File: config.mk
export PLATFORM = sky130hd
export DESIGN_NAME = aw_tracker
export DESIGN_NICKNAME = d
export VERILOG_FILES = /design/src/rtl/aw_tracker.sv
export SDC_FILE = /design/constraint.sdc
export NUM_CORES = 1
export LEC_CHECK = 0
export ABC_CLOCK_PERIOD_IN_PS = 5300
export CORE_UTILIZATION = 23
export CTS_CLUSTER_DIAMETER = 30
export DETAILED_ROUTE_END_ITERATION = 12
export GPL_TIMING_DRIVEN = 0
export MAX_ROUTING_LAYER = met4
export PLACE_DENSITY_LB_ADDON = 0.2
export SETUP_SLACK_MARGIN = 0.15
export SYNTH_ARGS = -nofsm -noshare
export SYNTH_HDL_FRONTEND = slang
export SYNTH_SLANG_ARGS = --single-unit
File: constraint.sdc
create_clock -name clk -period 5.3 [get_ports clk]
set_input_delay 1.59 -clock clk [delete_from_list [all_inputs] [get_ports clk]]
set_output_delay 1.59 -clock clk [all_outputs]
set_load 0.02 [all_outputs]
File: src/rtl/aw_tracker.sv
// -----------------------------------------------------------------------------
// aw_tracker
//
// Tracks a single outstanding AXI write transaction from one master to one of
// num_slaves slaves. The AW channel is routed by the 3-bit slave-select field
// m_awaddr[SEL_LSB+2:SEL_LSB]. The W channel is gated through w_open and steered
// by aw_sel_q. The B channel is returned only from the slave that took the AW.
// W beats are counted against the latched burst length. A mismatch with
// m_wlast produces a one-cycle wlast_err pulse.
//
// Optional feature: define AW_DECERR_EN to terminate unmapped addresses
// internally. In that case the AW is accepted with no s_awvalid, the W data is
// sunk (w_sink=1), and the master receives a DECERR (2'b11) response.
// Without the macro, unmapped addresses go to slave num_slaves-1.
//
// Handshake rule on every channel: a transfer occurs on a rising clk edge
// where valid and ready are both high. The valid side is never required to
// wait for ready before asserting.
//
// Ports:
//   clk, rst_n           clock, asynchronous active-low reset
//   m_awaddr/len/valid   master AW request;  m_awready  master AW ready
//   s_awaddr/len         broadcast AW payload (num_slaves copies, flat)
//   s_awvalid/awready    per-slave AW handshake (one-hot valid)
//   m_wvalid/wready/wlast snooped master W handshake
//   w_open, w_sink       W path enable / decode-error W sink
//   aw_sel_q             latched slave index for the W router
//   s_bvalid/bresp       per-slave B response (bresp flat, 2 bits each)
//   s_bready             one-hot B ready
//   m_bvalid/bresp/bready master B channel
//   wlast_err            one-cycle pulse on burst-length mismatch
// -----------------------------------------------------------------------------
module aw_tracker #(
  parameter int num_slaves = 5,
  parameter int SEL_LSB    = 28
) (
  input  logic                      clk,
  input  logic                      rst_n,
  input  logic [31:0]               m_awaddr,
  input  logic [7:0]                m_awlen,
  input  logic                      m_awvalid,
  output logic                      m_awready,
  output logic [num_slaves*32-1:0]  s_awaddr,
  output logic [num_slaves*8-1:0]   s_awlen,
  output logic [num_slaves-1:0]     s_awvalid,
  input  logic [num_slaves-1:0]     s_awready,
  input  logic                      m_wvalid,
  input  logic                      m_wready,
  input  logic                      m_wlast,
  output logic                      w_open,
  output logic                      w_sink,
  output logic [2:0]                aw_sel_q,
  input  logic [num_slaves-1:0]     s_bvalid,
  input  logic [num_slaves*2-1:0]   s_bresp,
  output logic [num_slaves-1:0]     s_bready,
  output logic                      m_bvalid,
  output logic [1:0]                m_bresp,
  input  logic                      m_bready,
  output logic                      wlast_err
);

  typedef enum logic [1:0] {
    IDLE  = 2'd0,
    WDATA = 2'd1,
    BRESP = 2'd2
  } state_t;

  localparam logic [3:0] NUM_SLAVES_4 = 4'(num_slaves);
  localparam logic [2:0] LAST_SEL     = 3'(num_slaves - 1);
  // Index recorded for an internally terminated transaction.
  localparam logic [2:0] DECERR_SEL   = 3'(num_slaves);

  state_t     state;
  state_t     state_nxt;
  logic [2:0] sel;
  logic       mapped;
  logic [2:0] tgt_sel;
  logic       decerr_aw;
  logic       decerr_q;
  logic [7:0] beat_cnt;
  logic [7:0] awlen_q;
  logic       aw_hs;
  logic       w_beat;

  assign s_awaddr = {num_slaves{m_awaddr}};
  assign s_awlen  = {num_slaves{m_awlen}};

  assign sel    = m_awaddr[SEL_LSB+2:SEL_LSB];
  assign mapped = ({1'b0, sel} < NUM_SLAVES_4);

`ifdef AW_DECERR_EN
  assign decerr_aw = !mapped;
  assign tgt_sel   = sel;
`else
  assign decerr_aw = 1'b0;
  assign tgt_sel   = mapped ? sel : LAST_SEL;
`endif

  // Next state and all channel outputs. IDLE outputs are additionally gated
  // by rst_n. Without this gate, a ready slave would show through to
  // m_awready while reset is held.
  always_comb begin
    state_nxt = state;
    m_awready = 1'b0;
    s_awvalid = '0;
    s_bready  = '0;
    m_bvalid  = 1'b0;
    m_bresp   = 2'b00;
    w_open    = 1'b0;
    w_sink    = 1'b0;
    aw_hs     = 1'b0;
    w_beat    = 1'b0;
    case (state)
      IDLE: begin
        if (rst_n) begin
          if (decerr_aw) begin
            m_awready = 1'b1;
          end else begin
            for (int i = 0; i < num_slaves; i++) begin
              if (3'(i) == tgt_sel) begin
                m_awready    = s_awready[i];
                s_awvalid[i] = m_awvalid;
              end
            end
          end
          aw_hs = m_awvalid & m_awready;
          if (aw_hs) state_nxt = WDATA;
        end
      end
      WDATA: begin
        w_open = 1'b1;
        w_sink = decerr_q;
        w_beat = m_wvalid & m_wready;
        if (w_beat && m_wlast) state_nxt = BRESP;
      end
      BRESP: begin
        if (decerr_q) begin
          m_bvalid = 1'b1;
          m_bresp  = 2'b11;
        end else begin
          for (int i = 0; i < num_slaves; i++) begin
            if (3'(i) == aw_sel_q) begin
              m_bvalid    = s_bvalid[i];
              m_bresp     = s_bresp[i*2 +: 2];
              s_bready[i] = m_bready;
            end
          end
        end
        if (m_bvalid && m_bready) state_nxt = IDLE;
      end
      default: state_nxt = IDLE;
    endcase
  end

  always_ff @(posedge clk or negedge rst_n) begin
    if (!rst_n) begin
      state     <= IDLE;
      aw_sel_q  <= 3'd0;
      beat_cnt  <= 8'd0;
      awlen_q   <= 8'd0;
      decerr_q  <= 1'b0;
      wlast_err <= 1'b0;
    end else begin
      state     <= state_nxt;
      wlast_err <= 1'b0;
      if (aw_hs) begin
        aw_sel_q <= decerr_aw ? DECERR_SEL : tgt_sel;
        awlen_q  <= m_awlen;
        beat_cnt <= 8'd0;
        decerr_q <= decerr_aw;
      end
      if (w_beat) begin
        beat_cnt <= beat_cnt + 8'd1;
        // beat_cnt is the index of the current beat. The expected last beat
        // has index awlen_q. The state machine follows m_wlast regardless.
        if (m_wlast && (beat_cnt != awlen_q)) wlast_err <= 1'b1;
        if (!m_wlast && (beat_cnt == awlen_q)) wlast_err <= 1'b1;
      end
    end
  end

endmodule

# Yosys cells after proc, flatten, opt, wreduce, memory -nomap -nowiden
# Index checks and enable logic that the tools add are counted.
[op_classes]
reduce_logical = 10
n_lt_le_gt_ge = 1
add_sub_neg = 1
n_bitwise = 2
n_mux = 50
n_eq_ne = 16
[ops]
columns = ["cell", "n"]
rows = [
  ["1-bit two-way mux", 33],
  ["2-bit two-way mux", 10],
  ["8-bit two-way mux", 2],
  ["5-bit two-way mux", 3],
  ["2-bit by 3-bit equality test with 1-bit output, first input constant", 4],
  ["8-bit by 1-bit adder with 8-bit output, second input constant", 1],
  ["8-bit equality test", 1],
  ["2-bit inequality test, second input constant", 4],
  ["8-bit inequality test", 1],
  ["1-bit by 3-bit equality test with 1-bit output, first input constant", 2],
  ["3-bit equality test, first input constant", 2],
  ["3-bit zero test", 2],
  ["2-bit one-hot mux with 3 select lines", 1],
  ["1-bit logical AND", 4],
  ["4-bit AND reduction", 1],
  ["3-bit < comparator, second input constant", 1],
  ["3-bit two-way mux", 1],
  ["1-bit AND", 2],
  ["2-bit by 1-bit equality test with 1-bit output, second input constant", 1],
  ["2-bit equality test, second input constant", 1],
  ["2-bit zero test", 1],
  ["2-bit nonzero test", 1],
  ["1-bit zero test", 1],
]
[word_totals]
elab_cells = 85
in_bits = 67
register_bits = 22

# Logic depth before layout (Yosys ltp)
# Gate-level depths: netlist of the first run.
[depth]
ltp_word = 15
depth_mapped = 5
depth_no_buf = 5

# Worst setup path before layout of the first run
# Ideal clock, no wire load.
[synth_timing]
kind = "input to output"
from = "in m_awaddr[28]"
to = "out m_awready"
path_buffers = 0
required_time_ns = 3.710
arrival_ns = 2.822
setup_slack_ns = 0.888
cell_stages = 3
cell_sequence = "mux4_2 > mux2i_4 > nor4b_1"
[synth_between]
elab_chain_len = 12
elab_cells_between_ends = 16
[synth_lines]
columns = ["element", "line", "source"]
rows = [
  ["from (decl)", "39", "input logic [31:0] m_awaddr,"],
  ["3-bit < comparator", "89", "assign mapped = ({1'b0, sel} < NUM_SLAVES_4);"],
  ["3-bit two-way mux (*)", "96", "assign tgt_sel = mapped ? sel : LAST_SEL;"],
  ["3-bit zero test", "120", "if (3'(i) == tgt_sel) begin"],
  ["1-bit two-way mux (4 in a row)", "120", ""],
  ["1-bit two-way mux (*)", "120", ""],
  ["1-bit two-way mux (*)", "115", "if (rst_n) begin"],
  ["1-bit two-way mux (*)", "113", "case (state)"],
  ["1-bit two-way mux (*)", "115", ""],
  ["1-bit two-way mux (*)", "113", ""],
  ["to (decl)", "42", "output logic m_awready,"],
]
# Every way passes the cells marked *; elsewhere a longest branch is shown, timed or not. The select of a mux whose other input is x is not followed.

# Final worst setup path of the first run
[layout_timing]
from = "in m_awvalid"
to = "out s_awvalid[3]"
[layout_between]
elab_chain_len = 3
[layout_lines]
columns = ["element", "line", "source"]
rows = [
  ["from (decl)", "41", "input logic m_awvalid,"],
  ["1-bit two-way mux", "120", ""],
  ["5-bit two-way mux", "115", ""],
  ["5-bit two-way mux", "113", ""],
  ["to (decl)", "45", "output logic [num_slaves-1:0] s_awvalid,"],
]
# Every way passes these cells.

==> summary.log, run 1 <==
[setup_path] cell at the slowest stage of the critical path clkdlybuf4s50_1
[clock_tree] maximum count of clock buffers along a single path 2
[logic_synthesis] register area share after synthesis 18.98%
[setup_path] critical path arrival 3.44 ns
[logic_synthesis] flip-flop cell with the highest count after synthesis dfrtp_1
[timing] worst slew margin relative to its limit 65.10%
[clock_tree] number of hold-repair buffers added at the cts stage 0
[timing] max-slew violations 0
[flow_run] count of maximum capacitance violations 0
[timing] portion of the clock cycle consumed by the worst path in the final layout 94.99%
[logic_synthesis] flop and latch count out of synthesis 22
[logic_synthesis] synth unique cells 43
[hold_path] type of the worst min-delay path reg2reg
[routing] final WL 9182 um
[logic_synthesis] gate count of the mapped netlist 344
[power_and_ir_drop] worst vdd rail ir drop 0.00009701 V
[timing] slew at the pin closest to its max-slew limit 0.5161 ns
[global_route] maximum number of pins on one net before global-route repair 26
[global_route] initial antenna violation count 0
[logic_synthesis] Synth Area per Inst 8.431 sq um
[timing] worst hold margin 0.5333 ns
[setup_path] required time worst endpoint 3.71 ns
[setup_path] largest stage delay on the critical path 0.62 ns
[power_and_ir_drop] Leakage Power 2.598 nW
[timing] min Tclk post-route 5.034 ns
[global_route] M3 GR Usage 3.759%
[cells_and_area] proportion of layout cells with a drive suffix above 1 37.54%
[timing] final setup skew 0.002368 ns
[placed_design] total half-perimeter wirelength after legalization and detailed placement 8059 um
[clock_tree] Clock Sinks 22
[global_route] global-route wire length before repair 13900 um
[die] area of the die 13060 sq um
[setup_path] worst-path maximum fanout 7
[logic_synthesis] ranking of synthesized cells by instance count buf_4, dfrtp_1, nor2_1
[timing] worst path setup slack after routing 0.2658 ns
[timing] fmax 198.6 MHz
[die] vertical die dimension 114.3 um
[clock_tree] Worst-path clk slew 0.06 ns
[setup_path] endpoint class of the critical path primary output
[routing] via density per instance 3.729
[cells_and_area] Inserted Diodes 0
[clock_tree] Clock Tree Root clkbuf_16
[global_route] GR Layer Usage met1 13.14%
[logic_synthesis] nets in the synthesized netlist 412
[cells_and_area] net total in the final layout 672
[routing] count of unresolved DRC violations after routing 0
[clock_tree] clk_lat worst skew 0.25 ns
[die] ports placed on the boundary 287
[cells_and_area] count of fill cells added during filler insertion 1152
[setup_path] cell mode on critical path clkdlybuf4s50_1
[routing] routed length per placed instance 11.92 um
[global_route] number of global-route vias before repair 2907
[clock_tree] TritonCTS buffer count 3
[logic_synthesis] Area contributors post-synth buf_4, dfrtp_1, xnor2_1, mux4_2, mux2_2
[status] outcome completed
[logic_synthesis] cell taking the most area after synthesis buf_4
[global_route] Most Crowded Layer GR met2
[global_route] Total Routing Usage GR 13.70%
[logic_synthesis] FFs w/ async S/R, synth 100.0%
[clock_tree] CTS tree built
[logic_synthesis] share of the synthesized area in the top cell type 52.03%
[placed_design] count of port buffers added during placement 255
[routing] number of search-and-repair iterations in the first detailed-routing pass 5
[die] # rows 40
[routing] Post-DRT Antenna Nets 0
[die] Initial Util 23.85%
[logic_synthesis] number of enable flip-flop cells after synthesis 0
[clock_tree] H-Tree Level Count 1
[placed_design] Setup Slack @ Placement -0.9213 ns
[cells_and_area] total area of multi-input combinational cells 809.5 sq um
[logic_synthesis] most repeated cell in the gate-level netlist after synthesis buf_4
[timing] final setup violation count 0
[timing] setup repair after global routing missed its margin false
[logic_synthesis] total number of yosys warnings 0
[timing] number of failing hold endpoints at the final stage 0
[cells_and_area] area grow syn2layout 98.10%
[die] Die Width 114.3 um
[setup_path] Worst setup SP type primary input
[placed_design] routability congestion estimate from global placement 0.7761
[logic_synthesis] post-synthesis instance area 2900 sq um
[die] Core Area 12160 sq um
[setup_path] Worst Setup Path Type in2out
[power_and_ir_drop] power per cell area 202.0 nW/um^2
[setup_path] ordered list of cells on the worst path clkdlybuf4s50_1, nand4bb_2, nor2_1, and3_2, clkdlybuf4s50_1
[global_route] Congestion Overflow GR 0
[cells_and_area] sequential cell area in the final layout 550.5 sq um
[routing] Vias 2871
[routing] DRC violation total after the first TritonRoute iteration 44
[global_route] met2 Track Usage GR 27.84%
==> cells in the final DEF, fill, tap and decap left out, types with 4 or more instances in the layout <==
master	instances
clkdlybuf4s50_1	251
nand2_1	10
clkbuf_1	4
xnor2_1	9
dfrtp_1	22
and3_1	6
mux2_2	5
o21ai_0	8
nor2_1	15
buf_4	202
nand3_1	9
a21oi_1	7
==> per-layer routing <==
metal,share of wire [%],up-vias
met5,0,-
met4,0.53,0
met3,7.2,4
met2,58,134
met1,34,1297
li1,-,1436
==> worst max-delay path: cells and delay by family <==
family,cells,cell delay [ns]
buffers and inverters,2,1.12
AND/OR/NAND/NOR,3,0.73
==> where the power goes <==
| part | leakage, nW | total [mW] | internal [mW] | switching (mW) |
|---|---|---|---|---|
| registers | 0.283 | 0.272 | 0.222 | 0.0497 |
| logic | 2.28 | 0.731 | 0.408 | 0.324 |
| clock network | 0.0370 | 0.157 | 0.0996 | 0.0577 |
| total | 2.60 | 1.16 | 0.729 | 0.431 |
==> cell families after synthesis <==
logic type	share of synthesized area (%)
flip-flops	18.98
other	0.1293
AND/OR/NAND/NOR	11.86
AO/OA/AOI/OAI	4.487
adder cells (fa/ha/maj)	0.4313
buffers and inverters	53.49
multiplexers	7.290
XOR/XNOR	3.322
==> registers in the layout, indices dropped and copies added, names as in the netlist <==
register / cells
state: 2
beat_cnt: 8
aw_sel_q: 3
awlen_q: 8
wlast_err: 1
==> timing repair <==
item | CTS | global route
setup endpoints to repair | 6 | 1
buffers inserted | 0 | 0
gates resized for setup | 12 | 3
endpoints found under the hold margin | 0 | 0
==> through the flow <==
stage                     TNS, ns  total power [mW]  util (%)  area (sq um)  cells
after floorplan                 0            0.7162         -          2900    344
after global placement     -4.463             1.003     46.56          5663    767
after detailed placement   -4.478             1.010     46.56          5663    767
after CTS                       0             1.179     47.25          5747    770
after global routing            0             1.239     47.24          5746    770
final                           0             1.160     47.24          5746    770
==> final timing paths <==
path	start	end	slack (ns)	cells after the start
setup / recovery	m_awvalid	s_awvalid[3]	0.27	5
hold / removal	awlen_q[3]	awlen_q[3]	0.53	1
setup reg to reg	state[0]	awlen_q[6]	3.56	4
hold reg to reg	awlen_q[3]	awlen_q[3]	0.53	1
max in group asynchronous	rst_n	beat_cnt[5]	3.82	1
min in group asynchronous	rst_n	awlen_q[4]	1.23	1
==> final cells by class <==
cell class                      instances  area share [%]
Sequential cell                        22           9.582
Buffer                                207           26.81
Clock buffer                            3           1.307
Timing Repair Buffer                  255           44.36
Multi-Input combinational cell        112           14.09
Tap cell                              168           3.659
Inverter                                3          0.1960
(Power assumes the default switching activity.)
==> run 2, diff against run 1 <==
Settings changed: SETUP_SLACK_MARGIN 0.15 to 0.1.
==> run 2 against run 1 <==
Flip-flop and latch count unchanged; maximum frequency decreased by 0.77%; clock skew about the same; largest cell class unchanged; highest routed layer unchanged.
==> summary.log, run 2 (synthesized netlist as in run 1, its figures left out) <==
[status] outcome completed
[setup_path] Reg2Reg Setup Slack 3.54 ns
[cells_and_area] fin area 5748 sq um
[timing] max-slew violations 0
[cells_and_area] commonest cells after routing, fill and taps aside clkdlybuf4s50_1, buf_4, dfrtp_1, nor2_1, nand2_1
[setup_path] kind of cell with the highest combined delay on the critical path buffers and inverters
[global_route] Total Routing Usage GR 13.70%
[hold_path] type of the worst min-delay path reg2reg
[hold_path] worst hold path cell count 1
[setup_path] largest stage delay on the critical path 0.63 ns
[clock_tree] Clock Tree Root clkbuf_16
[die] vertical die dimension 114.3 um
[routing] number of search-and-repair iterations in the first detailed-routing pass 4
[global_route] initial antenna violation count 0
[die] # rows 40
[cells_and_area] final cell count without fillers 770
[clock_tree] CTS tree built
[clock_tree] Clock Sinks 22
[timing] min Tclk post-route 5.073 ns
[placed_design] Placed Instance Area 5663 sq um
[hold_path] startpoint of the tightest hold check path awlen_q[3]
[setup_path] Register-to-Register Path Depth 4
[routing] routed length per placed instance 11.96 um
[timing] slew at the pin closest to its max-slew limit 0.5131 ns
[cells_and_area] leading cell type in the layout, fill and taps excluded clkdlybuf4s50_1
[cells_and_area] sequential cell area in the final layout 550.5 sq um
[clock_tree] CTS-repair resized insts 11
[power_and_ir_drop] power per cell area 202.2 nW/um^2
[routing] sum of met3 wire segment lengths after detailed routing 688 um
[cells_and_area] Inserted Diodes 0
[placed_design] Setup Slack @ Placement -0.9213 ns
[placed_design] total half-perimeter wirelength after legalization and detailed placement 8059 um
[routing] count of unresolved DRC violations after routing 0
[timing] worst path setup slack after routing 0.2265 ns
[setup_path] cell at the slowest stage of the critical path clkdlybuf4s50_1
[timing] portion of the clock cycle consumed by the worst path in the final layout 95.73%
[routing] Top Layer Used met4
[timing] fmax 197.1 MHz
[setup_path] capture instance of the worst register-to-register path awlen_q[6]
[routing] Vias 2874
[die] Initial Util 23.85%
[clock_tree] clk_lat worst skew 0.25 ns
[cells_and_area] net total in the final layout 672
[setup_path] ordered list of cells on the worst path clkdlybuf4s50_1, nand4bb_2, nor2_1, and3_2, clkdlybuf4s50_1
[die] area of the die 13060 sq um
[setup_path] endpoint class of the critical path primary output
[clock_tree] H-Tree Level Count 1
[setup_path] Worst setup SP type primary input
[die] Die Width 114.3 um
[cells_and_area] area grow syn2layout 98.19%
[setup_path] cell mode on critical path clkdlybuf4s50_1
[hold_path] Hold Crit Endpoint awlen_q[3]
[routing] Post-DRT Antenna Nets 0
[clock_tree] number of hold-repair buffers added at the cts stage 0
[placed_design] post-placement cell count 767
[placed_design] count of port buffers added during placement 255
[setup_path] Worst Setup Path Type in2out
[timing] worst slew margin relative to its limit 65.31%
[routing] final WL 9209 um
[timing] number of failing hold endpoints at the final stage 0
[routing] via density per instance 3.732
[setup_path] required time worst endpoint 3.71 ns
[cells_and_area] count of fill cells added during filler insertion 1152
[cells_and_area] Largest regs awlen_q: 8 flops, beat_cnt: 8 flops, aw_sel_q: 3 flops
[clock_tree] TritonCTS buffer count 3
[timing] setup repair after global routing missed its margin false
[setup_path] critical path arrival 3.48 ns
[clock_tree] maximum count of clock buffers along a single path 2
[cells_and_area] proportion of layout cells with a drive suffix above 1 37.38%
[global_route] number of global-route vias before repair 2916
[global_route] Congestion Overflow GR 0
[clock_tree] number of post-CTS setup repair buffers 0
[die] ports placed on the boundary 287
[clock_tree] Worst-path clk slew 0.06 ns
[power_and_ir_drop] worst vdd rail ir drop 0.00009714 V
[setup_path] worst-path maximum fanout 7
[placed_design] routability congestion estimate from global placement 0.7761
[global_route] maximum number of pins on one net before global-route repair 26
[routing] DRT met1 WL 3145 um
[global_route] global-route wire length before repair 13900 um
[power_and_ir_drop] Leakage Power 2.583 nW
[timing] Total Negative Setup Slacks 0 ns
[routing] DRC violation total after the first TritonRoute iteration 50
[setup_path] count of buffering cells on the critical path with inverters included 2
[routing] met2 wire length 5328 um
[timing] final setup skew 0.002693 ns
[setup_path] worst flop-to-flop path startpoint state[0]
[flow_run] count of maximum capacitance violations 0
[die] Core Area 12160 sq um
[power_and_ir_drop] power consumption 1.162 mW
[cells_and_area] total area of multi-input combinational cells 809.5 sq um
[timing] final setup violation count 0
-- run 2: changes by cell type in the layout (fill, tap and decap cells not counted), sizes merged --
cell | before | now
clkdlybuf4s15 | 1 | 2
dlymetal6s2s | 1 | 0
clkdlybuf4s50 | 251 | 252
clkbuf | 8 | 7
-- run 2: worst max path at each step --
| stage | from | end | slack, ns | cells past startpoint |
|---|---|---|---|---|
| 2_1_floorplan | m_awaddr[28] | m_awready | 0.89 | 3 |
| 3_3_place_gp | rst_n | s_awvalid[3] | -0.92 | 5 |
| 3_5_place_dp | rst_n | s_awvalid[3] | -0.92 | 5 |
| 4_1_cts | m_awvalid | s_awvalid[3] | 0.12 | 5 |
| 5_1_grt | m_awaddr[29] | m_awready | 0.11 | 5 |
| 6_report | m_awvalid | s_awvalid[3] | 0.23 | 5 |
-- run 2: layout make-up --
cell class / count / share of cell area, %
timing repair buffer: 255 / 44.38
buffer: 207 / 26.80
multi-input combinational: 112 / 14.08
sequential: 22 / 9.578
tap: 168 / 3.657
clock buffer: 3 / 1.306
inverter: 3 / 0.1959
-- run 2: power by group --
group / internal (mW) / switching [mW] / total (mW)
clock network: 0.0996 / 0.0578 / 0.157
registers: 0.222 / 0.0501 / 0.272
logic: 0.408 / 0.324 / 0.732
-- run 2: per-stage QoR --
stage	utilization, %	hold WS, ns
2_1_floorplan	-	0.5022
3_3_place_gp	46.56	0.5219
3_5_place_dp	46.56	0.5226
4_1_cts	47.21	0.5367
5_1_grt	47.26	0.5548
6_report	47.26	0.5333
-- run 2: metal layers --
| layer | global-route usage [%] | vias up |
|---|---|---|
| li1 | - | 1435 |
| met1 | 13.07 | 1298 |
| met2 | 27.92 | 137 |
| met3 | 3.759 | 4 |
| met4 | 1.126 | 0 |
| met5 | - | - |
-- run 2: worst reg2reg max path, cell delays in order (launching register included) --
cell and delay (ns):
dfrtp_1 0.43, nand4bb_2 0.42, nor2_4 0.29, buf_6 0.19, mux2_4 0.31
